--- src/rtl/stopwatch_pkg.sv ---
// Shared types and constants for the stopwatch tick counter.
// Holds the run-control state encoding, BCD digit limits and the command decode.
package stopwatch_pkg;

  typedef enum logic [1:0] {
    IDLE  = 2'd0,
    RUN   = 2'd1,
    PAUSE = 2'd2
  } sw_state_t;

  localparam logic [3:0] BCD_MAX_ONES = 4'd9;
  localparam logic [3:0] BCD_MAX_TENS = 4'd5;

  // clear has priority over start_stop from every state
  function automatic sw_state_t sw_next_state(input sw_state_t cur,
                                              input logic start_stop,
                                              input logic clear);
    sw_state_t nxt;
    nxt = cur;
    if (clear) begin
      nxt = IDLE;
    end else if (start_stop) begin
      case (cur)
        IDLE:    nxt = RUN;
        RUN:     nxt = PAUSE;
        PAUSE:   nxt = RUN;
        default: nxt = IDLE;
      endcase
    end
    return nxt;
  endfunction

endpackage

--- src/rtl/stopwatch_tick_counter_bcd_digit.sv ---
// One BCD digit of the mm:ss cascade: counts 0..MAX on en, wraps to 0.
// carry is combinational so the next digit advances on the same edge.
module bcd_digit
  import stopwatch_pkg::*;
#(
  parameter logic [3:0] MAX = BCD_MAX_ONES
) (
  input  logic       clk,
  input  logic       rst_n,
  input  logic       clr,
  input  logic       en,
  output logic [3:0] q,
  output logic       carry
);

  assign carry = en & (q == MAX);

  // >= keeps the digit in range even if it were ever disturbed past MAX
  always_ff @(posedge clk or negedge rst_n) begin
    if (!rst_n) begin
      q <= 4'd0;
    end else if (clr) begin
      q <= 4'd0;
    end else if (en) begin
      q <= (q >= MAX) ? 4'd0 : q + 4'd1;
    end
  end

endmodule

--- src/rtl/stopwatch_tick_counter.sv ---
// mm:ss BCD stopwatch driven by rising edges of the 60 Hz divider output.
// Also pulses internal_reset so each fresh run starts on a new divider frame.
module stopwatch_tick_counter
  import stopwatch_pkg::*;
#(
  parameter int TICKS_PER_SEC = 60
) (
  input  logic       clk,
  input  logic       rst_n,
  input  logic       clk_div,
  input  logic       start_stop,
  input  logic       clear,
  output logic       internal_reset,
  output logic       frame_tick,
  output logic       sec_tick,
  output logic       running,
  output logic       overflow,
  output logic [3:0] sec_ones,
  output logic [3:0] sec_tens,
  output logic [3:0] min_ones,
  output logic [3:0] min_tens
);

  localparam int FW = (TICKS_PER_SEC > 1) ? $clog2(TICKS_PER_SEC) : 1;
  localparam logic [FW-1:0] FRAME_LAST = FW'(TICKS_PER_SEC - 1);

  sw_state_t     state;
  sw_state_t     state_nxt;
  logic          clk_div_q;
  logic          tick_evt;
  logic          count_en;
  logic          frame_wrap;
  logic          ir_nxt;
  logic [FW-1:0] frame_cnt;
  logic          so_carry;
  logic          st_carry;
  logic          mo_carry;
  logic          mt_carry;

  assign tick_evt   = clk_div & ~clk_div_q;
  assign count_en   = tick_evt & (state == RUN) & ~clear;
  assign frame_wrap = count_en & (frame_cnt == FRAME_LAST);
  assign running    = (state == RUN);

  // Resuming from PAUSE must not realign the divider, or the partial frame is lost
  always_comb begin
    state_nxt = sw_next_state(state, start_stop, clear);
    ir_nxt    = clear | ((state == IDLE) & start_stop);
  end

  always_ff @(posedge clk or negedge rst_n) begin
    if (!rst_n) begin
      clk_div_q      <= 1'b0;
      state          <= IDLE;
      internal_reset <= 1'b0;
      frame_tick     <= 1'b0;
      sec_tick       <= 1'b0;
      overflow       <= 1'b0;
    end else begin
      clk_div_q      <= clk_div;
      state          <= state_nxt;
      internal_reset <= ir_nxt;
      frame_tick     <= tick_evt;
      sec_tick       <= frame_wrap;
      overflow       <= mt_carry;
    end
  end

  always_ff @(posedge clk or negedge rst_n) begin
    if (!rst_n) begin
      frame_cnt <= '0;
    end else if (clear) begin
      frame_cnt <= '0;
    end else if (count_en) begin
      frame_cnt <= frame_wrap ? '0 : frame_cnt + FW'(1);
    end
  end

  bcd_digit #(.MAX(BCD_MAX_ONES)) u_sec_ones (
    .clk   (clk),
    .rst_n (rst_n),
    .clr   (clear),
    .en    (frame_wrap),
    .q     (sec_ones),
    .carry (so_carry)
  );

  bcd_digit #(.MAX(BCD_MAX_TENS)) u_sec_tens (
    .clk   (clk),
    .rst_n (rst_n),
    .clr   (clear),
    .en    (so_carry),
    .q     (sec_tens),
    .carry (st_carry)
  );

  bcd_digit #(.MAX(BCD_MAX_ONES)) u_min_ones (
    .clk   (clk),
    .rst_n (rst_n),
    .clr   (clear),
    .en    (st_carry),
    .q     (min_ones),
    .carry (mo_carry)
  );

  bcd_digit #(.MAX(BCD_MAX_TENS)) u_min_tens (
    .clk   (clk),
    .rst_n (rst_n),
    .clr   (clear),
    .en    (mo_carry),
    .q     (min_tens),
    .carry (mt_carry)
  );

endmodule

--- config.mk ---
export PLATFORM = sky130hd
export DESIGN_NAME = stopwatch_tick_counter
export DESIGN_NICKNAME = d
export VERILOG_FILES = /design/src/rtl/stopwatch_pkg.sv /design/src/rtl/stopwatch_tick_counter_bcd_digit.sv /design/src/rtl/stopwatch_tick_counter.sv
export SDC_FILE = /design/constraint.sdc
export NUM_CORES = 1
export LEC_CHECK = 0
export ABC_CLOCK_PERIOD_IN_PS = 2000
export CELL_PAD_IN_SITES_DETAIL_PLACEMENT = 0
export CELL_PAD_IN_SITES_GLOBAL_PLACEMENT = 1
export CORE_MARGIN = 3
export CORE_UTILIZATION = 43
export CTS_BUF_LIST = sky130_fd_sc_hd__clkbuf_8 sky130_fd_sc_hd__clkbuf_16
export CTS_CLUSTER_SIZE = 30
export DETAILED_ROUTE_END_ITERATION = 10
export DONT_BUFFER_PORTS = 1
export GPL_TIMING_DRIVEN = 0
export PLACE_DENSITY_LB_ADDON = 0.05
export REMOVE_ABC_BUFFERS = 1
export SLEW_MARGIN = 20
export SYNTH_ARGS = -nofsm -noshare
export SYNTH_HDL_FRONTEND = slang
export SYNTH_SLANG_ARGS = --single-unit
export TNS_END_PERCENT = 5
--- constraint.sdc ---
create_clock -name clk -period 2 [get_ports clk]
set_clock_uncertainty 0.15 [all_clocks]
set_input_delay 0.4 -clock clk [delete_from_list [all_inputs] [get_ports clk]]
set_output_delay 0.4 -clock clk [all_outputs]
set_load 0.01 [all_outputs]
## After elaboration in Yosys (flattened, before gate mapping)

Cells that the tools add are included.

- Reduce and logical (&&, ||, !) cells: 8
- Multiplexer cells: 18
- $lt $le $gt $ge: 4
- Add/sub/neg operators: 5
- Div/mod/pow operators: 0
- Equality and inequality tests: 7
- $mul: 0
- Shifts and indexed selects: 0
- Bitwise gates (word level): 12

Operators by type and width:

| operator | number |
|---|---|
| $mux W4 | 12 |
| $mux W6 | 3 |
| $add A4 B1 Y4 const B | 4 |
| $reduce_bool A2 Y1 | 6 |
| $and A1 B1 Y1 | 9 |
| $eq A4 B3 Y1 const B | 2 |
| $eq A4 B4 Y1 const B | 2 |
| $ge A4 B3 Y1 const B | 2 |
| $ge A4 B4 Y1 const B | 2 |
| $add A6 B1 Y6 const B | 1 |
| $eq A6 B6 Y1 const B | 1 |
| $mux W2 | 2 |
| $pmux W2 S2 | 1 |
| $eq A2 B1 Y1 const B | 1 |
| $eq A2 B2 Y1 const B | 1 |
| $logic_not A2 Y1 | 1 |
| $not A1 Y1 | 2 |
| $reduce_or A2 Y1 | 1 |
| $or A1 B1 Y1 | 1 |

- Memories kept: 0
- Memory bits (writable): 0
- Input port bits: 5
- Logic and storage cells: 65
- Memory bits (read-only): 0
- Register bits: 29
- Latch bits: 0

## Longest topological paths before layout

Gate-level depths: netlist (run 1).

- Depth after elaboration: 10
- Gate-level depth with buffers: 8
- Mapped depth without buffers: 6

## Modules after synthesis

From an unflattened synthesis (run 1), not the netlist that was laid out.

- Cells, all modules: 163
- Area, all modules: 1709.1 sq um

Modules (own cells, without submodules):

| module | area an instance (sq um) | cells an instance | seq. area each (sq um) | instances |
|---|---|---|---|---|
| stopwatch_tick_counter | 613.1 | 57 | 325.3 | 1 |
| bcd_digit (u_min_tens ...) | 279.0 | 26 | 100.1 | 2 |
| bcd_digit (u_min_ones ...) | 269.0 | 27 | 100.1 | 2 |

## Worst setup path before layout (run 1)

OpenSTA, ideal clock, no wires.

- Kind: flip-flop to flip-flop
- Start point: register u_sec_ones.q[1]
- End point: register u_min_tens.q[2]
- Arrival: 1691 ps
- Path slack: 33 ps
- Path buffers: 1
- Required time: 1724 ps
- Stages on the path, launching flop included: 8
- Cells stage by stage: dfrtp_1 inv_1 ha_1 and3b_1 buf_2 and3_1 a31oi_1 a221o_1

- Longest elaborated chain between the ends: 5

Ends and longest elaborated chain:

| element | line | text |
|---|---|---|
| start, declared | stopwatch_tick_counter_bcd_digit.sv:12 | `output logic [3:0] q,` |
| start signal, assigned | stopwatch_tick_counter_bcd_digit.sv:25 | `q <= (q >= MAX) ? 4'd0 : q + 4'd1;` |
| $eq A4 B4 Y1 | stopwatch_tick_counter_bcd_digit.sv:16 | `assign carry = en & (q == MAX);` |
| $and A1 B1 Y1 (3 in a row) | stopwatch_tick_counter_bcd_digit.sv:16 |  |
| $reduce_bool A2 Y1 (no source line) | - |  |
| end signal, assigned | stopwatch_tick_counter_bcd_digit.sv:25 |  |
| end, declared | stopwatch_tick_counter_bcd_digit.sv:12 |  |

No other way between the ends.
A chain may end at the register's enable or synchronous reset.

## Worst setup path after layout (run 1)

Same ends and word-level chain as after synthesis.

==> metrics.md, run 1 <==
| Metric | Value |
|---|---|
| Status | completed |
| Row count | 21 |
| Fin crit share | 99.6% |
| Slew @ Worst Pin | 0.536 ns |
| R2r startpoint | u_sec_ones.q[1] |
| Post-synth EDFFs | 0 |
| CTS tree | done |
| DIE AREA | 4640 µm² |
| CP delay by family, top | compound AO/OA/AOI/OAI gates |
| Max Root-Sink Buffers | 2 |
| Largest net degree at the start of global routing | 30 |
| Antenna diodes | 0 |
| Netlist cell types | 46 |
| Reg2reg setup slack | 0.008 ns |
| Pre-CTS WS | -0.297 ns |
| R2R Path End | u_min_tens.q[2] |
| RSZ-0062 raised after global routing | yes |
| Worst skew pair latency | 0.28 ns |
| Ys async rst share | 100% |
| Via density | 5.88 |
| Via Count | 1,293 |
| Antenna violation net count after detailed routing | 0 |
| Drt first-iter violations | 99 |
| Final Max Tran Viols | 0 |
| Fill count | 322 |
| WL/cell | 16.1 µm |
| Critical Path Start | u_sec_ones.q[1] |
| Min-Delay Path Class | in2reg |
| Global-route wire length before repair | 6170 µm |
| Crit end category | flip-flop |
| DRC | 0 |
| DP HPWL | 2350 µm |
| Worst setup path endpoint | u_min_tens.q[2] |
| Largest family of logic cells by synthesized area | simple AND/OR/NAND/NOR gates |
| Compound-Gate Fraction of Synth Area | 14.9% |
| Ys flop type | dfrtp_1 |
| CP Class | reg2reg |
| Synth area leaders | dfrtp_1 (44%), ha_1 (9.8%), a21oi_1 (3.6%), inv_1 (2.7%), nand3_1 (2.4%) |
| Critical path depth in cells | 6 |
| CP Data Arrival Time | 2.01 ns |
| Post-synthesis mux area share | 1.28% |
| Worst Path Buf+Inv | 1 |
| Slowest cell on the critical path | dfrtp_2 |
| Max Fclk | 502 MHz |
| Final Net Count | 191 |
| DIE WIDTH | 68.1 µm |
| Max-cap violations | 0 |
| Clock sinks | 29 |
| Setup TNS | 0 ns |
| Post-Place Cell Area | 1670 µm² |
| Initial antenna violation count | 0 |
| Power per Cell Area | 596 nW/µm² |
| GRT Util Overall | 18.1% |
| Worst slew margin | 64.0% |
| XOR/XNOR Fraction of Synth Area | 0.528% |
| Overall power | 0.00113 W |
| DRT Wirelength | 3550 µm |
| Simple-gate area share of the yosys netlist | 23.5% |
| Area Growth Syn to Fin | 14.6% |
| Vias in the first global route | 1,349 |
| Final setup vio count | 0 |
| P_leak | 0.856 nW |
| Max stage delay on crit path | 0.44 ns |
| Clock Pin Slew Worst Setup and Hold Paths | 0.06 ns |
| CTS buffer count | 5 |
| Final hold violation count | 0 |
| IO buf count | 0 |
| Synth area leader | dfrtp_1 |
| H-tree depth | 2 |
| Reg2reg path depth | 6 |
| Placer Congestion | 0.786 |
| DIE HEIGHT | 68.1 µm |
| Worst-path cell chain | inv_1 -> ha_1 -> and3b_2 -> and3_2 -> a31oi_2 -> a221o_1 |
| Area share of the largest cell type after synthesis | 43.7% |
| Ys Warns | 0 |
| Worst setup SP type | flip-flop |
| Peak supply drop | 0.519 mV |
| Post-Layout Inst Area | 1900 µm² |
| Clk root buf | clkbuf_8 |
| Crit-path max FO | 5 |
| Area of the mapped netlist | 1660 µm² |
| Hold path depth | 1 |
| First-pass DRT Iterations | 4 |
| Gr ovfl total | 0 |
| # IOs | 26 |
| Synth Area in Adders | 9.80% |
| Part of the Yosys area used for sequential elements | 43.7% |
| Cells after Synth | 164 |
| Layout cells sized above 1 | 18.4% |
| #FFs+latches synth | 29 |
| Final worst path period need | 1.99 ns |
| Required @ worst endpoint | 2.01 ns |
| Fin worst setup slack | 0.00781 ns |
| Initial Utilization | 47.2% |
| Core ar. | 3520 µm² |
| Syn avg cell area | 10.1 µm² |
==> synthesized netlist by cell type, types with 2 or more instances <==
cell type and number:
a211o_1 2, a21o_1 2, a21oi_1 12, a22o_1 2, a31oi_1 2, and3_1 4, and3b_1 2, clkbuf_1 2
dfrtp_1 29, ha_1 13, inv_1 12, nand2_1 8, nand3_1 8, nand4_1 5, nor2_1 9, nor2b_1 5
nor3_1 6, o21ai_0 7, o31ai_1 5, or3_1 3
==> flip-flops by register name, indices dropped and copies added (netlist names) <==
signal          flops
u_min_tens.q        4
u_min_ones.q        4
state               2
internal_reset      1
u_sec_tens.q        4
clk_div_q           1
frame_cnt           6
overflow            1
sec_tick            1
frame_tick          1
u_sec_ones.q        4
==> worst min path at each step <==
stage               slack [ns]   from         endpoint
finish                    0.02  clear     frame_cnt[4]
global route              0.01  clear     frame_cnt[4]
CTS                       0.02  clear     frame_cnt[4]
detailed placement       -0.04  rst_n  u_sec_ones.q[2]
global placement         -0.04  rst_n  u_sec_ones.q[2]
floorplan                -0.05  rst_n        clk_div_q
==> stage by stage <==
stage	hold slack, ns	std cells	util (%)
finish	0.0246	220	54.1
global route	0.0113	220	54.1
global placement	-0.0449	204	47.4
floorplan	-0.0456	158	-
CTS	0.0169	220	53.0
detailed placement	-0.0449	204	47.4
==> worst register-to-register path, cell delays in order (launching register included) <==
cell and delay [ns]:
dfrtp_2 0.44, inv_1 0.11, ha_1 0.17, and3b_2 0.23, and3_2 0.25, a31oi_2 0.14, a221o_1 0.38
==> cell families after synthesis <==
kind of cell    after synthesis
simple gates                 62
mux                           2
compound gates               38
xor+xnor                      1
buf+inv                      19
flops                        29
fa+ha+maj                    13
==> layout make-up <==
type | instances | area (µm²) | share of cell area, %
Clock buffer | 5 | 68.8 | 3.62
Clock inverter | 3 | 13.8 | 0.723
Inverter | 13 | 61.3 | 3.22
Multi-Input combinational cell | 116 | 892 | 46.9
Sequential cell | 29 | 728 | 38.3
Tap cell | 46 | 57.6 | 3.02
Timing Repair Buffer | 8 | 81.3 | 4.27
==> where the power goes <==
part | leakage (nW) | switching [W] | internal (W)
Sequential | 0.393 | 0.0000175 | 0.000598
Combinational | 0.414 | 0.0000300 | 0.0000261
Clock | 0.0491 | 0.000228 | 0.000235
==> routing by layer <==
layer	global-route usage, %	part of all wire [%]	up-vias
met5	0	0	-
met4	9.68	0.76	0
met3	5.58	6.3	6
met2	31.5	51	31
met1	19.5	42	646
li1	-	-	610
==> cells in the final DEF, fill, tap and decap left out, types with 4 or more instances in the layout <==
cell type / count
dfrtp_1: 27
inv_1: 13
a21oi_1: 12
ha_1: 12
nor2_1: 9
nand2_1: 8
nand3_1: 7
nor3_1: 6
nor2b_1: 5
o21ai_0: 5
nand4_1: 5
clkbuf_8: 5
buf_4: 4
==> timing repair <==
action,CTS,global route
setup endpoints to repair,13,17
gates resized for setup,8,10
hold buffers,3,0
hold endpoints to repair,30,0
pin swaps,2,2
setup buffers,5,0
(Power assumes the default switching activity.)
==> run 2: changes to the inputs <==
--- a/config.mk
+++ b/config.mk
@@ -9,7 +9,7 @@
 export CELL_PAD_IN_SITES_DETAIL_PLACEMENT = 0
 export CELL_PAD_IN_SITES_GLOBAL_PLACEMENT = 1
 export CORE_MARGIN = 3
-export CORE_UTILIZATION = 43
+export CORE_UTILIZATION = 40
 export CTS_BUF_LIST = sky130_fd_sc_hd__clkbuf_8 sky130_fd_sc_hd__clkbuf_16
 export CTS_CLUSTER_SIZE = 30
 export DETAILED_ROUTE_END_ITERATION = 10
==> run 2 against run 1 <==
  * Hold slack better by 0.0074 ns
  * Combinational power rose by 8.9%
  * Global-route usage down 3.1 points
  * Non-clock buffer count increased by 5
  * Clock power rose by 4%
  * Critical endpoint is now u_min_tens.q[0]
  * Largest power group unchanged
==> metrics.md, run 2 (synthesis results as in run 1) <==
| Metric | Value |
|---|---|
| P_leak | 0.897 nW (+4.8%) |
| Drt first-iter violations | 71 (-28%) |
| Final hold violation count | 0 (unchanged) |
| Peak supply drop | 0.441 mV (-15%) |
| Int Pwr | 0.000895 W (+4.1%) |
| WL/cell | 16.2 µm (+0.17%) |
| Worst Path Buf+Inv | 1 (unchanged) |
| Via Count | 1,310 (+1.3%) |
| Overall power | 0.00116 W (+2.2%) |
| Switching share of power | 22.9% (-1.4 points) |
| Final setup vio count | 0 (unchanged) |
| DIE HEIGHT | 70.4 µm (+3.4%) |
| Antenna diodes | 0 (unchanged) |
| Status | completed |
| Clock Pin Slew Worst Setup and Hold Paths | 0.06 ns (about the same) |
| Max-cap violations | 0 (unchanged) |
| R2r startpoint | frame_cnt[1] |
| Worst-path cell chain | ha_4 -> nand4_4 -> or4_4 -> inv_8 -> and3_4 -> mux2_2 |
| CP Class | reg2reg |
| Worst skew pair latency | 0.27 ns (about the same) |
| Placer Congestion | 0.781 (-0.57%) |
| Core ar. | 3830 µm² (+8.7%) |
| Required @ worst endpoint | 2.07 ns (+0.06 ns) |
| First-pass DRT Iterations | 4 (unchanged) |
| Most common cell after layout, fill and taps aside | dfrtp_1 |
| Biggest register | frame_cnt |
| Max Root-Sink Buffers | 2 (unchanged) |
| # IOs | 26 (unchanged) |
| Slowest cell on the critical path | or4_4 |
| Clock power share | 41.6% (+0.8 points) |
| Switch Pwr | 0.000265 W (-3.6%) |
| CP delay by family, top | simple AND/OR/NAND/NOR gates |
| CTS buffer count | 5 (unchanged) |
| Post-Place Cell Area | 1670 µm² (+0.15%) |
| Crit end category | flip-flop |
| Final Max Tran Viols | 0 (unchanged) |
| GR peak layer | met2 |
| Worst slew margin | 65.8% (+1.8 points) |
| Final worst path period need | 1.96 ns (-0.0352 ns) |
| GRT met1 Usage | 17.6% (-1.9 points) |
| RSZ-0062 raised after global routing | yes |
| Global-route wire length before repair | 6060 µm (-1.8%) |
| DIE AREA | 4960 µm² (+6.8%) |
| Area Growth Syn to Fin | 18.3% |
| Initial antenna violation count | 0 (unchanged) |
| CP Data Arrival Time | 2.02 ns (about the same) |
| Fin crit share | 97.8% (-1.8 points) |
| GRT Util Overall | 15.0% (-3.1 points) |
| Power per Cell Area | 590 nW/µm² (-0.95%) |
| Clk root buf | clkbuf_8 |
| Max Fclk | 511 MHz (+1.8%) |
| Post-Layout Inst Area | 1960 µm² (+3.2%) |
| Max stage delay on crit path | 0.60 ns (+0.16 ns) |
| IO buf count | 0 (unchanged) |
| Final Net Count | 197 (+3.1%) |
| Slew @ Worst Pin | 0.509 ns (-0.0266 ns) |
| HP Start | clear |
| Global Route met3 Usage | 5.04% (-0.55 points) |
| Min-Delay Path Class | in2reg |
| Layout cells sized above 1 | 21.2% (+2.8 points) |
| Flop pwr share | 53.2% (-1.1 points) |
| DRC | 0 (unchanged) |
| DP HPWL | 2250 µm (-4.3%) |
| Most frequent cells in the layout | dfrtp_1 (28), inv_1 (12), a21oi_1 (12), ha_1 (12) |
| Antenna violation net count after detailed routing | 0 (unchanged) |
| Crit-path max FO | 8 (+3) |
| Initial Utilization | 43.4% (-3.8 points) |
| H-tree depth | 2 (unchanged) |
| Vias in the first global route | 1,333 (-1.2%) |
| Row count | 22 (+4.8%) |
| Largest net degree at the start of global routing | 30 (unchanged) |
| CTS tree | done |
| DRT Wirelength | 3670 µm (+3.4%) |
| Worst setup SP type | flip-flop |
| Grt met2 use | 25.9% (-5.6 points) |
| Logic pwr share | 5.3% (+0.4 points) |
| Critical Path Start | frame_cnt[1] |
| Via density | 5.77 (-1.8%) |
| DIE WIDTH | 70.4 µm (+3.4%) |
| Gr ovfl total | 0 (unchanged) |
| Max reg flops | 6 (unchanged) |
| Clock sinks | 29 (unchanged) |
## run 2: power by group through the flow
stage                     Sequential [W]  Clock, W  Combinational [W]
after global placement          0.000625         0          0.0000349
after floorplan                 0.000622         0          0.0000307
final                           0.000617  0.000482          0.0000610
after CTS                       0.000615  0.000494          0.0000580
after detailed placement        0.000626         0          0.0000353
after global routing            0.000618  0.000515          0.0000686
## run 2: final timing paths
| path | endpoint | slack (ns) | depth (start not counted) |
|---|---|---|---|
| max | u_min_tens.q[0] | 0.04 | 6 |
| min | frame_cnt[1] | 0.03 | 1 |
| max reg2reg | u_min_tens.q[0] | 0.04 | 6 |
| min reg2reg | frame_tick | 0.30 | 1 |
| max in group asynchronous | u_sec_ones.q[1] | 1.11 | 2 |
| min in group asynchronous | overflow | 0.41 | 2 |
## run 2: metrics by stage
stage	utilization [%]	worst slack (ns)	hold slack, ns	cells	TNS, ns
5_1_grt	51.3	-0.0489	0.0221	227	-0.301
3_3_place_gp	43.7	-0.269	-0.0448	206	-0.818
2_1_floorplan	-	0.0156	-0.0456	158	0
6_report	51.3	0.0430	0.0320	227	0
4_1_cts	48.9	0.00367	0.0254	223	0
3_5_place_dp	43.7	-0.296	-0.0449	206	-0.978
## run 2: routing by layer
| layer | up-vias | routed length (µm) |
|---|---|---|
| met5 | - | 0 |
| met4 | 0 | 42 |
| met3 | 5 | 177 |
| met2 | 24 | 1880 |
| met1 | 653 | 1570 |
| li1 | 628 | - |
## run 2: cell type report
class	instances	area [µm²]
fillers	357	1860
multi-input cells	116	910
flip-flops and latches	29	727
repair buffers	13	119
clock buffers	6	82.6
well taps	48	60.1
inverters	13	56.3
repair inverters	1	6.26
clock inverters	1	3.75
## run 2: repair_timing
item	in CTS	in global routing
buffers inserted	6	4
gates resized for setup	6	14
pin swaps	2	4
endpoints found under the setup margin	9	16
hold buffers	3	0
cloned	1	0
hold endpoints to repair	30	0
==> run 3: changes to the inputs <==
--- a/config.mk
+++ b/config.mk
@@ -9,7 +9,7 @@
 export CELL_PAD_IN_SITES_DETAIL_PLACEMENT = 0
 export CELL_PAD_IN_SITES_GLOBAL_PLACEMENT = 1
 export CORE_MARGIN = 3
-export CORE_UTILIZATION = 40
+export CORE_UTILIZATION = 43
 export CTS_BUF_LIST = sky130_fd_sc_hd__clkbuf_8 sky130_fd_sc_hd__clkbuf_16
 export CTS_CLUSTER_SIZE = 30
 export DETAILED_ROUTE_END_ITERATION = 10
==> results of run 3 <==
No change in the layout: final DEF, timing and power equal those of run 1.
